$ cat src/rtl/stepper_pkg.sv
// Shared definitions for the stepper serial link.
//   state_t       : transmitter FSM states (IDLE, SHIFT)
//   MIN_LENGTH    : smallest legal word width
//   MIN_DIV       : smallest legal bit-period divider
//   length_legal  : true when a word width can be serialized
//   div_legal     : true when a divider value is usable
package stepper_pkg;

  typedef enum logic {
    IDLE  = 1'b0,
    SHIFT = 1'b1
  } state_t;

  localparam int MIN_LENGTH = 2;
  localparam int MIN_DIV    = 1;

  function automatic bit length_legal(input int length);
    return length >= MIN_LENGTH;
  endfunction

  function automatic bit div_legal(input int div);
    return div >= MIN_DIV;
  endfunction

endpackage

$ cat src/rtl/shift_serializer_if.sv
// Word-load handshake between the step-command logic and the serializer.
//   load_data  : word to transmit
//   load_down  : 1 = LSB first, 0 = MSB first
//   load_valid : load_data/load_down are valid
//   load_ready : serializer can take a word this cycle
// Modports: master = word source, slave = serializer.
interface shift_serializer_if #(
  parameter int LENGTH = 8
);

  logic [LENGTH-1:0] load_data;
  logic              load_down;
  logic              load_valid;
  logic              load_ready;

  modport master (
    output load_data,
    output load_down,
    output load_valid,
    input  load_ready
  );

  modport slave (
    input  load_data,
    input  load_down,
    input  load_valid,
    output load_ready
  );

endinterface

$ cat src/rtl/bit_tick_gen.sv
// Bit-period divider for the serializer.
//   clk  : clock
//   clr  : asynchronous active-high clear
//   run  : count enable; the count is held at 0 while low
//   tick : high on the last clock of every DIV-cycle bit period
module bit_tick_gen
  import stepper_pkg::*;
#(
  parameter int DIV = 4,
  parameter int CW  = $clog2(DIV) + 1
) (
  input  logic clk,
  input  logic clr,
  input  logic run,
  output logic tick
);

  if (!div_legal(DIV)) begin : g_bad_div
    $error("bit_tick_gen: DIV must be at least 1");
  end

  localparam logic [CW-1:0] LAST = CW'(DIV - 1);

  logic [CW-1:0] cnt;

  // Holding the count at 0 while idle means every frame starts with a
  // full bit period, including one accepted on the done cycle.
  always_ff @(posedge clk or posedge clr) begin
    if (clr) begin
      cnt <= '0;
    end else if (!run || cnt == LAST) begin
      cnt <= '0;
    end else begin
      cnt <= cnt + CW'(1);
    end
  end

  assign tick = run && (cnt == LAST);

endmodule

$ cat src/rtl/shift_serializer.sv
// Parallel-in, serial-out transmitter feeding a shift_register receiver.
//   clk      : clock
//   clr      : asynchronous active-high reset; aborts a frame with no done
//   load     : word handshake (slave side)
//   data_out : current serial bit, held for a full bit period
//   ce_out   : one-cycle strobe, receiver samples data_out on its posedge
//   down_out : direction latched for the frame (1 = LSB first)
//   busy     : frame in progress
//   done     : one-cycle pulse in the first idle cycle after a frame
module shift_serializer
  import stepper_pkg::*;
#(
  parameter int LENGTH = 8,
  parameter int DIV    = 4,
  parameter int CW     = $clog2(DIV) + 1,
  parameter int BW     = $clog2(LENGTH) + 1
) (
  input  logic               clk,
  input  logic               clr,
  shift_serializer_if.slave  load,
  output logic               data_out,
  output logic               ce_out,
  output logic               down_out,
  output logic               busy,
  output logic               done
);

  if (!length_legal(LENGTH)) begin : g_bad_length
    $error("shift_serializer: LENGTH must be at least 2");
  end

  localparam logic [BW-1:0] LAST_BIT = BW'(LENGTH - 1);

  state_t            state;
  logic [LENGTH-1:0] shreg;
  logic [BW-1:0]     bit_cnt;
  logic              tick;
  logic              accept;

  assign busy           = (state == SHIFT);
  assign load.load_ready = (state == IDLE);
  assign accept         = load.load_valid && (state == IDLE);
  assign ce_out         = tick;

  // The output end of shreg depends on the latched direction; idle forces 0.
  assign data_out = busy && (down_out ? shreg[0] : shreg[LENGTH-1]);

  bit_tick_gen #(
    .DIV (DIV),
    .CW  (CW)
  ) u_tick (
    .clk  (clk),
    .clr  (clr),
    .run  (busy),
    .tick (tick)
  );

  always_ff @(posedge clk or posedge clr) begin
    if (clr) begin
      state    <= IDLE;
      shreg    <= '0;
      bit_cnt  <= '0;
      down_out <= 1'b0;
      done     <= 1'b0;
    end else begin
      done <= 1'b0;
      case (state)
        IDLE: begin
          if (accept) begin
            shreg    <= load.load_data;
            down_out <= load.load_down;
            bit_cnt  <= '0;
            state    <= SHIFT;
          end
        end
        SHIFT: begin
          if (tick) begin
            // Move the next bit toward the output end, zero-filling behind it.
            shreg   <= down_out ? (shreg >> 1) : (shreg << 1);
            bit_cnt <= bit_cnt + BW'(1);
            if (bit_cnt == LAST_BIT) begin
              state <= IDLE;
              done  <= 1'b1;
            end
          end
        end
        default: state <= IDLE;
      endcase
    end
  end

endmodule

$ cat src/flat_wrapper.sv
// flat-port wrapper written by rule: the top's interface ports become plain ports
module shift_serializer_flat import stepper_pkg::*;
#(
  parameter int LENGTH = 8,
  parameter int DIV    = 4,
  parameter int CW     = $clog2(DIV) + 1,
  parameter int BW     = $clog2(LENGTH) + 1
)
  (clk, clr, data_out, ce_out, down_out, busy, done, load_load_data, load_load_down, load_load_valid, load_load_ready);
  shift_serializer_if #(.LENGTH(LENGTH)) load_i ();
  input  logic clk;
  input  logic clr;
  output logic data_out;
  output logic ce_out;
  output logic down_out;
  output logic busy;
  output logic done;
  input wire logic [$bits(load_i.load_data)-1:0] load_load_data;
  input wire logic [$bits(load_i.load_down)-1:0] load_load_down;
  input wire logic [$bits(load_i.load_valid)-1:0] load_load_valid;
  output wire logic [$bits(load_i.load_ready)-1:0] load_load_ready;
  assign load_i.load_data = load_load_data;
  assign load_i.load_down = load_load_down;
  assign load_i.load_valid = load_load_valid;
  assign load_load_ready = load_i.load_ready;
  shift_serializer #(.LENGTH(LENGTH), .DIV(DIV), .CW(CW), .BW(BW)) u_core (.clk(clk), .clr(clr), .load(load_i), .data_out(data_out), .ce_out(ce_out), .down_out(down_out), .busy(busy), .done(done));
endmodule
$ cat config.mk
export PLATFORM = sky130hd
export DESIGN_NAME = shift_serializer_flat
export DESIGN_NICKNAME = d
export VERILOG_FILES = /design/src/rtl/stepper_pkg.sv /design/src/rtl/shift_serializer_if.sv /design/src/rtl/bit_tick_gen.sv /design/src/rtl/shift_serializer.sv /design/src/flat_wrapper.sv
export SDC_FILE = /design/constraint.sdc
export NUM_CORES = 1
export LEC_CHECK = 0
export CAP_MARGIN = 30
export CELL_PAD_IN_SITES_DETAIL_PLACEMENT = 0
export CELL_PAD_IN_SITES_GLOBAL_PLACEMENT = 1
export CORE_MARGIN = 5
export CORE_UTILIZATION = 38
export DETAILED_ROUTE_END_ITERATION = 16
export GPL_TIMING_DRIVEN = 0
export PLACE_DENSITY = 0.78
export SYNTH_ARGS = -nofsm -noshare
export SYNTH_HDL_FRONTEND = slang
export SYNTH_SLANG_ARGS = --single-unit
$ cat constraint.sdc
create_clock -name clk -period 2.02 [get_ports clk]
set_input_delay 0.202 -clock clk [delete_from_list [all_inputs] [get_ports clk]]
set_output_delay 0.202 -clock clk [all_outputs]
set_load 0.005 [all_outputs]
==> results.md <==
* Clock Latency Late Sink at 290 ps
* Std-Cell Rows at 18
* Reg clk slew, reported paths at 100 ps
* First-pass GRT wire length at 3330 um
* Initial antenna violation count at 0
* Leakage at between 0.5 and 0.6 nW
* Critical path origin: u_core.u_tick.cnt[0]$_DFF_PP0_
* Slowest-stage cell, CP: clkdlybuf4s50_1
* Flop pwr share at 40.0%
* Worst vdd ir at 0.655 mV
* Detailed-route via count at roughly 730
* CP max FO at 2
* Nets@finish at 131
* Starting density of the core at 38.7%
* Met1 Wirelength at a little under 900 um
* Remaining antenna violation count at 0
* Wire per inst at 13.5 um
* Unique masters post-synth at 25
* Layout Area Growth over Synthesis at 25.9%
* Root Buffer: clkbuf_4
* Num CTS Buffers at 3
* Met3 WL at 114 um
* Largest net degree at the start of global routing at 19
* Power share of the clock group at 14.4%
* Total track usage at between 10 and 15%
* Final Cycle Share at 94.5%
* Gp weighted congestion at 0.744
* Post-CTS sizing at 0
* Fin. Hold Viols at 0
* Post-Synthesis Cells at 93
* DR pass1 iterations at 4
* DRC Markers at 0
* Critical path class: reg -> out
* Number of buffers added on ports at 17
* Worst-case clock buffer depth at 2
* Grt ovf at 0
* Die Span X at ~60 um
* Number of global-route vias before repair at 783
* Worst Hold Class: in -> async
* CTS tree: yes
* DIE AREA at 0.00357 mm2
* Max incr delay on CP at approximately 440 ps
* Arrival time at the worst endpoint at 1710 ps
* Worst hold slack at between 300 and 400 ps
* Max_slew headroom at 54.8%
* Measured slew at the worst slew-check pin at 677 ps
* Post-CTS Hold Buffers at 0
* Final TNS setup at 0 ps
* H-tree Lvls at 1
* Post-synth top area share at 47.9%
* Final setup violating endpoints at 0
* Most frequent cell after synthesis: dfrtp_1
* Max-slew violations at 0
* N_diodes at 0
* Met2 wire length at between 900 and 1000 um
* Crit Reg-Reg Startpoint: u_core.u_tick.cnt[0]$_DFF_PP0_
* Detailed placer's ending HPWL at 1400 um
* Yosys top cell by area: dfrtp_1
* Status: completed
* RSZ-0062 raised after global routing: no
* Top cells by count, synth: dfrtp_1 (18), nor2_1 (15), a21oi_1 (10)
* Top sig layer: met4
* Power Dens Cells at 1300 mW/mm2
* Startpoint Class: flop
* Critical path capture point type: output port
* Cell Chain, Critical Path: ha_1 -> ha_1 -> and2_1 -> clkdlybuf4s50_1
* Synth async-reset ratio at 100%
* Syn_nets at 109
* NetSw at 540 uW
* Worst EP required at 1820 ps
* CTS sink count at 18
* Most common flop cell mapped by yosys: dfrtp_1
* Internal power at 996 uW
* Top-level I/O count at 18
* DR iter-0 viols at 31
* Minimum clock period at 1910 ps
* Via-per-instance ratio at slightly above 5
* Setup Buffers After CTS at 0
* Core region area at around 0.0024 mm2
* Area of the mapped netlist at 941 um2
* Die Y at ~60 um
* FF+latch count, synth at 18
* Share of total power in combinational logic at a little under half
* Synth area leaders: dfrtp_1 (48%), mux2_2 (7.2%), nor2_1 (6.0%)
* Sequential fraction of the synthesis area at 47.9%
* Max_cap viols at 0
* EDFF count, synth at 0
* Synth warn at 0
* Setup Skew at between 2 and 3 ps
* Switching part of the total at 35.1%
* Mean Syn Cell Area at approximately 10 um2
* Share of post-route cells with drive strength above 1 at 15.8%
* Crit path top cell by count: ha_1
* Fmax at 524 MHz
* Routed wire length at 1940 um
## layout make-up
| class | count | area (um2) |
|---|---|---|
| sequential | 18 | 450 |
| inverter | 5 | 18.8 |
| tap | 30 | 37.5 |
| multi-input combinational | 65 | 428 |
| timing repair buffer | 17 | 170 |
| buffer | 5 | 43.8 |
| clock buffer | 4 | 36.3 |
| fill | 241 | 1250 |
## path summary, 6_finish.rpt
| kind | to | slack, ps | depth (start not counted) |
|---|---|---|---|
| worst min-delay path | u_core.shreg[1]$_DFFE_PP0P_ | 300 | 2 |
| min in group clk | u_core.u_tick.cnt[0]$_DFF_PP0_ | 440 | 1 |
| worst min register to register | u_core.u_tick.cnt[0]$_DFF_PP0_ | 440 | 1 |
| worst max register to register | u_core.shreg[3]$_DFFE_PP0P_ | 380 | 7 |
| worst max-delay path | ce_out | 110 | 4 |
| max in group asynchronous | u_core.u_tick.cnt[2]$_DFF_PP0_ | 1290 | 2 |
## worst max-delay path: cells and delay by family, from the launching register on
kind / cells / cell delay, ps
buf+inv: 1 / 440
flops: 1 / 400
simple gates: 1 / 160
fa+ha+maj: 2 / 430
## layout by cell type (no fill, tap or decap), drive strengths merged
cell type	count
a31o	1
a21oi	10
and2	1
inv	5
nand4	2
clkbuf	4
clkdlybuf4s50	17
mux2i	2
o21ai	3
nor2	15
a21boi	1
nand2	6
mux2	7
ha	4
or3	1
and3	1
buf	5
a22oi	6
nand2b	1
xor2	1
a2bb2oi	1
xnor2	1
o22ai	1
dfrtp	18
## per-layer routing
metal	vias to the layer above	GRT usage [%]
met3	2	4.10
li1	367	-
met4	0	6.96
met2	13	20.1
met1	347	14.6
met5	-	0
## per-stage QoR
stage | cell area [um2] | worst slack (ps) | power, mW | util [%] | std cells
3_5_place_dp | 1150 | 376 | 1.33 | 47.2 | 140
6_report | 1180 | 111 | 1.54 | 48.7 | 144
5_1_grt | 1180 | 31.7 | 1.68 | 48.7 | 144
4_1_cts | 1180 | 92.1 | 1.56 | 48.7 | 144
2_1_floorplan | 941 | 471 | 1.12 | - | 93
3_3_place_gp | 1150 | 383 | 1.31 | 47.2 | 140
## state kept, by name (all words and copies together) (netlist names)
register           cells
u_core.shreg           8
u_core.bit_cnt         4
u_core.u_tick.cnt      3
u_core.busy            1
u_core.done            1
u_core.down_out        1
## kinds of logic (layout without fill, tap and decap cells)
family,count (synthesis),in the layout,share of synthesized area (%)
AND/OR/NAND/NOR,27,27,12.4
AO/OA/AOI/OAI,23,23,15.0
flip-flops,18,18,47.9
buffers and inverters,10,31,6.65
multiplexers,9,9,10.9
adder cells (fa/ha/maj),4,4,5.32
XOR/XNOR,2,2,1.86
## power groups by stage
| stage | logic (mW) | registers [mW] | clock network [mW] |
|---|---|---|---|
| detailed placement | 0.705 | 0.623 | 0 |
| CTS | 0.711 | 0.616 | 0.230 |
| global route | 0.794 | 0.639 | 0.252 |
| finish | 0.700 | 0.614 | 0.221 |
| floorplan | 0.522 | 0.595 | 0 |
| global placement | 0.691 | 0.617 | 0 |
(Power assumes the default switching activity.)
